## src/rtl/multicycle_control_unit_pkg.sv

```systemverilog
// ------------------------------------------------------------------
// cu_pkg: opcodes, state, ALU control encodings and opcode classes
// Rev 1.0
// ------------------------------------------------------------------
`default_nettype none

package cu_pkg;

  localparam logic [6:0] OP_RTYPE  = 7'b0110011;
  localparam logic [6:0] OP_LOAD   = 7'b0000011;
  localparam logic [6:0] OP_STORE  = 7'b0100011;
  localparam logic [6:0] OP_IMM    = 7'b0010011;
  localparam logic [6:0] OP_BRANCH = 7'b1100011;

  typedef enum logic [2:0] {
    S_FETCH  = 3'd0,
    S_DECODE = 3'd1,
    S_EXEC   = 3'd2,
    S_MEM    = 3'd3,
    S_WB     = 3'd4,
    S_BRANCH = 3'd5,
    S_TRAP   = 3'd6
  } state_e;

  localparam logic [1:0] ALU_ADD   = 2'b00;
  localparam logic [1:0] ALU_SUB   = 2'b01;
  localparam logic [1:0] ALU_RTYPE = 2'b10;
  localparam logic [1:0] ALU_ITYPE = 2'b11;

  localparam logic [1:0] SRCB_RS2  = 2'b00;
  localparam logic [1:0] SRCB_FOUR = 2'b01;
  localparam logic [1:0] SRCB_IMM  = 2'b10;

  typedef struct packed {
    logic rtype;
    logic load;
    logic store;
    logic imm;
    logic branch;
    logic illegal;
  } op_class_t;

endpackage

`default_nettype wire

```

## src/rtl/multicycle_control_unit_decoder.sv

```systemverilog
// ------------------------------------------------------------------
// control_decoder: one-hot instruction class from a 7-bit opcode
// Rev 1.0
// ------------------------------------------------------------------
`default_nettype none

module control_decoder
  import cu_pkg::*;
(
  input  logic [6:0] op,
  output op_class_t  cls
);

  always_comb begin
    cls = '0;
    case (op)
      OP_RTYPE:  cls.rtype   = 1'b1;
      OP_LOAD:   cls.load    = 1'b1;
      OP_STORE:  cls.store   = 1'b1;
      OP_IMM:    cls.imm     = 1'b1;
      OP_BRANCH: cls.branch  = 1'b1;
      default:   cls.illegal = 1'b1;
    endcase
  end

endmodule

`default_nettype wire

```

## src/rtl/multicycle_control_unit.sv

```systemverilog
// ------------------------------------------------------------------
// multicycle_control_unit: FETCH/DECODE/EXEC/MEM/WB sequencer with trap
// Rev 1.0
// ------------------------------------------------------------------
`default_nettype none

module multicycle_control_unit
  import cu_pkg::*;
#(
  parameter int unsigned MEM_TIMEOUT = 16
) (
  input  logic       clk,
  input  logic       rst_n,
  input  logic [6:0] opcode,
  input  logic       mem_ready,
  output logic       PCWrite,
  output logic       IRWrite,
  output logic       IorD,
  output logic       MemRead,
  output logic       MemWrite,
  output logic       ALUSrcA,
  output logic [1:0] ALUSrcB,
  output logic [1:0] ALUOp,
  output logic       MemtoReg,
  output logic       RegWrite,
  output logic       Branch,
  output logic       instr_done,
  output logic       illegal,
  output logic [2:0] state
);

  localparam int unsigned CNT_W = ($clog2(MEM_TIMEOUT + 1) < 1) ? 1 : $clog2(MEM_TIMEOUT + 1);
  localparam logic [CNT_W-1:0] CNT_LAST = CNT_W'((MEM_TIMEOUT == 0) ? 0 : MEM_TIMEOUT - 1);

  state_e           state_q, state_d;
  logic [CNT_W-1:0] cnt_q, cnt_d;
  logic [6:0]       op_q, op_d;
  logic [6:0]       dec_op;
  op_class_t        cls;
  logic             timeout;

  // DECODE classifies the live opcode; every later state uses the latched one.
  assign dec_op  = (state_q == S_DECODE) ? opcode : op_q;
  assign timeout = (MEM_TIMEOUT != 0) && (cnt_q == CNT_LAST);
  assign state   = state_q;

  control_decoder u_decoder (
    .op  (dec_op),
    .cls (cls)
  );

  always_comb begin
    state_d = state_q;
    cnt_d   = cnt_q;
    op_d    = op_q;
    case (state_q)
      S_FETCH, S_MEM: begin
        if (mem_ready) begin
          cnt_d = '0;
          if (state_q == S_FETCH) state_d = S_DECODE;
          else if (cls.load)      state_d = S_WB;
          else                    state_d = S_FETCH;
        end else if (timeout) begin
          cnt_d   = '0;
          state_d = S_TRAP;
        end else if (MEM_TIMEOUT != 0) begin
          cnt_d = cnt_q + CNT_W'(1);
        end
      end
      S_DECODE: begin
        op_d = opcode;
        if (cls.illegal)     state_d = S_TRAP;
        else if (cls.branch) state_d = S_BRANCH;
        else                 state_d = S_EXEC;
      end
      S_EXEC: begin
        if (cls.load || cls.store)     state_d = S_MEM;
        else if (cls.rtype || cls.imm) state_d = S_WB;
        else                           state_d = S_TRAP;
      end
      S_WB, S_BRANCH: state_d = S_FETCH;
      default:        state_d = S_TRAP;
    endcase
  end

  always_ff @(posedge clk or negedge rst_n) begin
    if (!rst_n) begin
      state_q <= S_FETCH;
      cnt_q   <= '0;
      op_q    <= '0;
    end else begin
      state_q <= state_d;
      cnt_q   <= cnt_d;
      op_q    <= op_d;
    end
  end

  always_comb begin
    PCWrite    = 1'b0;
    IRWrite    = 1'b0;
    IorD       = 1'b0;
    MemRead    = 1'b0;
    MemWrite   = 1'b0;
    ALUSrcA    = 1'b0;
    ALUSrcB    = SRCB_RS2;
    ALUOp      = ALU_ADD;
    MemtoReg   = 1'b0;
    RegWrite   = 1'b0;
    Branch     = 1'b0;
    instr_done = 1'b0;
    illegal    = 1'b0;
    case (state_q)
      S_FETCH: begin
        MemRead = 1'b1;
        ALUSrcB = SRCB_FOUR;
        PCWrite = mem_ready;
        IRWrite = mem_ready;
      end
      S_DECODE: ALUSrcB = SRCB_IMM;
      S_EXEC: begin
        ALUSrcA = 1'b1;
        if (cls.rtype) begin
          ALUSrcB = SRCB_RS2;
          ALUOp   = ALU_RTYPE;
        end else if (cls.imm) begin
          ALUSrcB = SRCB_IMM;
          ALUOp   = ALU_ITYPE;
        end else begin
          ALUSrcB = SRCB_IMM;
        end
      end
      S_MEM: begin
        IorD       = 1'b1;
        MemRead    = cls.load;
        MemWrite   = cls.store;
        instr_done = mem_ready && cls.store;
      end
      S_WB: begin
        RegWrite   = 1'b1;
        MemtoReg   = cls.load;
        instr_done = 1'b1;
      end
      S_BRANCH: begin
        ALUSrcA    = 1'b1;
        ALUOp      = ALU_SUB;
        Branch     = 1'b1;
        instr_done = 1'b1;
      end
      S_TRAP:  illegal = 1'b1;
      default: ;
    endcase
    // Outputs follow reset asynchronously so an aborted access never leaks a write.
    if (!rst_n) begin
      PCWrite    = 1'b0;
      IRWrite    = 1'b0;
      IorD       = 1'b0;
      MemRead    = 1'b0;
      MemWrite   = 1'b0;
      ALUSrcA    = 1'b0;
      ALUSrcB    = SRCB_RS2;
      ALUOp      = ALU_ADD;
      MemtoReg   = 1'b0;
      RegWrite   = 1'b0;
      Branch     = 1'b0;
      instr_done = 1'b0;
      illegal    = 1'b0;
    end
  end

endmodule

`default_nettype wire
```

## config.mk

```make
export PLATFORM = sky130hd
export DESIGN_NAME = multicycle_control_unit
export DESIGN_NICKNAME = d
export VERILOG_FILES = /design/src/rtl/multicycle_control_unit_pkg.sv /design/src/rtl/multicycle_control_unit_decoder.sv /design/src/rtl/multicycle_control_unit.sv
export SDC_FILE = /design/constraint.sdc
export NUM_CORES = 1
export LEC_CHECK = 0
export ABC_AREA = 1
export BUFFER_PORTS_ARGS = -buffer_cell sky130_fd_sc_hd__buf_2
export CAP_MARGIN = 15
export CORE_MARGIN = 1
export CORE_UTILIZATION = 43
export CTS_CLUSTER_DIAMETER = 50
export CTS_CLUSTER_SIZE = 30
export DETAILED_ROUTE_END_ITERATION = 10
export GPL_TIMING_DRIVEN = 0
export HOLD_SLACK_MARGIN = 0.05
export PLACE_DENSITY = 0.64
export SKIP_CTS_REPAIR_TIMING = 1
export SYNTH_ARGS = -nofsm -noshare
export SYNTH_HDL_FRONTEND = slang
export SYNTH_SLANG_ARGS = --single-unit
```

## constraint.sdc

```tcl
create_clock -name clk -period 2.8 [get_ports clk]
set_clock_uncertainty 0.2 [all_clocks]
set_input_delay 0.14 -clock clk [delete_from_list [all_inputs] [get_ports clk]]
set_output_delay 0.14 -clock clk [all_outputs]
set_load 0.02 [all_outputs]
```

==> impl_metrics.ini <==
[clock_network]
htreeDepth = 1
cts_made_buffers = 3
path_clk_slew_ns = 0.10
clk_path_buf_depth = 2
cts_tree = built
root_buffer = clkbuf_4
clock_sinks = 15
clock_latency_ns = 0.29

[power_and_ir_drop]
pwr-share-seq_pct = 29.0
powerDensity_nw_per_um2 = 964
netSwitchingFraction_pct = 51.5
vdd_drop_max_uv = 513
p_sw_w = 0.000677
leakage_nw = 0.788
p_int_w = 0.000637
p_comb_share_pct = 60.9
p_clk_share_pct = 10.0

[die]
die-area_sq_um = 2730
ios = 28
fp-row-count = 17
start_util_pct = 47.3
core_area_sq_um = 2300
die_x_microns = 52.3
die_h_microns = 52.3

[synth]
synth_xor_area_share_pct = 1.61
synth-edff-count = 0
synth.area.mux_share_pct = 0
syn_inst = 151
synthDistinctLibCells = 30
synthArstFlopShare_pct = 100
ys.flop_type = dfrtp_1
synthAdderAreaFrac_pct = 1.15
mappedNetlistArea_sq_um = 1090
seq_area_frac_synth_pct = 34.6
postSynthAreaPerCell_sq_um = 7.19
synth_nets = 162
synth-simple-area-share_pct = 42.3
synth_compound_area_share_pct = 6.34
synth.yosys.warnings = 0
synth_top_family_by_area = simple AND/OR/NAND/NOR gates
ys_seq_elements = 15

[global_route]
antenna_found_initial = 0
grt_max_degree = 18
grt_pass1_wl_mm = 4.15
grt-ovfl-total = 0
grt_pass1_vias = 986
track_usage_pct = 20.9

[critical_path]
critPathMaxFanout = 10
slowest_delay_ns = 0.48
crit_type = reg2out
start_kind = register
cp_top_family = simple AND/OR/NAND/NOR gates
cpMostUsedCell = inv_2
cp_slowest_cell = dfrtp_1
path_cells = nor2_4, buf_6, nand3_1, nand2_2, inv_2, nor2_1, nand3_2, inv_2, nand3b_2, o21ai_2, buf_2
required_ns = 2.46
crit_buf_inv = 4
arrival_ns = 2.06
end_kind = output port

[outcome]
status = complete, no violations

[cells_and_area]
final_util_pct = 59.4
nets = 202
drive_gt1_share_pct = 32.6
filler_cell_count = 224
area_growth_pct = 25.6
final_common_cell = nand2_1
num_antenna_cells = 0
most-common-layout-cells = nand2_1 (30), buf_2 (28), inv_1 (22)

[route]
wl_per_cell_microns = 11.8
dr.pass1.iters = 5
route.antenna.remaining_nets = 0
post_drt_via_cell_ratio = 4.85
num_vias = 1058
first_iter_violations = 22
finalWirelength_mm = 2.57
drc_errors = 0

[timing]
rsz0062_at_grt = no
period_minus_slack_ns = 2.40
slew_violations = 0
tns_ns = 0
fmaxAchievable_mhz = 416
hold_viol_final = 0
worst-slew-pin-transition_ns = 0.393
slew_headroom_pct = 73.8
fin_crit_sh_pct = 85.9
setup_violations = 0

[place]
port_buffers = 27
gp_congestion = 0.906
place_hpwl_mm = 1.93

[worst_hold_path]
hp-class = in2async

[flow_run]
maxCapViolCount = 0
## logic make-up (layout without fill, tap and decap cells)
kind of cell | after synthesis | after routing
xor gates and xnor gates | 2 | 2
buffers and inverters | 33 | 72
DFF | 15 | 15
and+or+nand+nor | 90 | 90
AOI/OAI and AO/OA | 10 | 10
adders and majority gates | 1 | 1
## power by group through the flow
stage / clock network [W] / registers (W) / logic [W]
final: 0.000132 / 0.000382 / 0.000801
after global routing: 0.000142 / 0.000392 / 0.000897
after CTS: 0.000133 / 0.000379 / 0.000795
after detailed placement: 0 / 0.000385 / 0.000789
after global placement: 0 / 0.000380 / 0.000777
after floorplan: 0 / 0.000397 / 0.000591
## final cells by class
type | instances | area [sq um] | share of cell area, %
Timing Repair Buffer | 35 | 215 | 15.8
Clock inverter | 1 | 5.00 | 0.367
Sequential cell | 15 | 375 | 27.5
Clock buffer | 3 | 22.5 | 1.65
Buffer | 5 | 46.3 | 3.39
Tap cell | 28 | 35.0 | 2.57
Inverter | 28 | 106 | 7.80
Multi-Input combinational cell | 103 | 558 | 40.9
## per-stage QoR
step	instances	instance area [sq um]	setup WS (ns)	total power, W	hold WS [ns]
4_1_cts	210	1280	0.382	0.00131	-0.447
2_1_floorplan	151	1090	0.607	0.000987	-0.356
3_3_place_gp	206	1260	0.735	0.00116	-0.125
6_report	218	1360	0.396	0.00131	0.0887
3_5_place_dp	206	1260	0.712	0.00117	-0.119
5_1_grt	218	1360	0.257	0.00143	0.118
## synth_stat cells (all sizes together), types with 2 or more instances
| library cell | number | area share, % |
|---|---|---|
| buf | 5 | 4.3 |
| a21oi | 3 | 1.7 |
| xnor2 | 2 | 1.6 |
| inv | 27 | 9.3 |
| nor2 | 19 | 8.4 |
| nor4 | 2 | 1.2 |
| nand3b | 3 | 2.4 |
| o21ai | 4 | 2.2 |
| nand3 | 22 | 12 |
| nand2 | 40 | 17 |
| nand4 | 2 | 1.2 |
| dfrtp | 15 | 35 |
## flip-flops by register name, indices dropped and copies added (netlist names)
| register | count |
|---|---|
| cnt_q | 5 |
| op_q | 7 |
| state | 3 |
## path summary, 6_finish.rpt
check	endpoint	from	slack, ns	cells after the start
worst max-delay path	instr_done	state[1]	0.40	11
worst min-delay path	cnt_q[0]	rst_n	0.09	2
worst max register to register	state[1]	state[2]	0.82	9
worst min register to register	op_q[6]	op_q[6]	0.31	2
max in group asynchronous	op_q[4]	rst_n	2.03	2
min in group clk	op_q[4]	opcode[4]	0.10	5
## per-layer routing
layer	vias up	global-route usage, %	routed length [microns]
li1	549	-	-
met1	472	27.7	1260
met2	31	34.0	1170
met3	6	3.77	115
met4	0	7.46	28
met5	-	0	0
(Power assumes the default switching activity.)
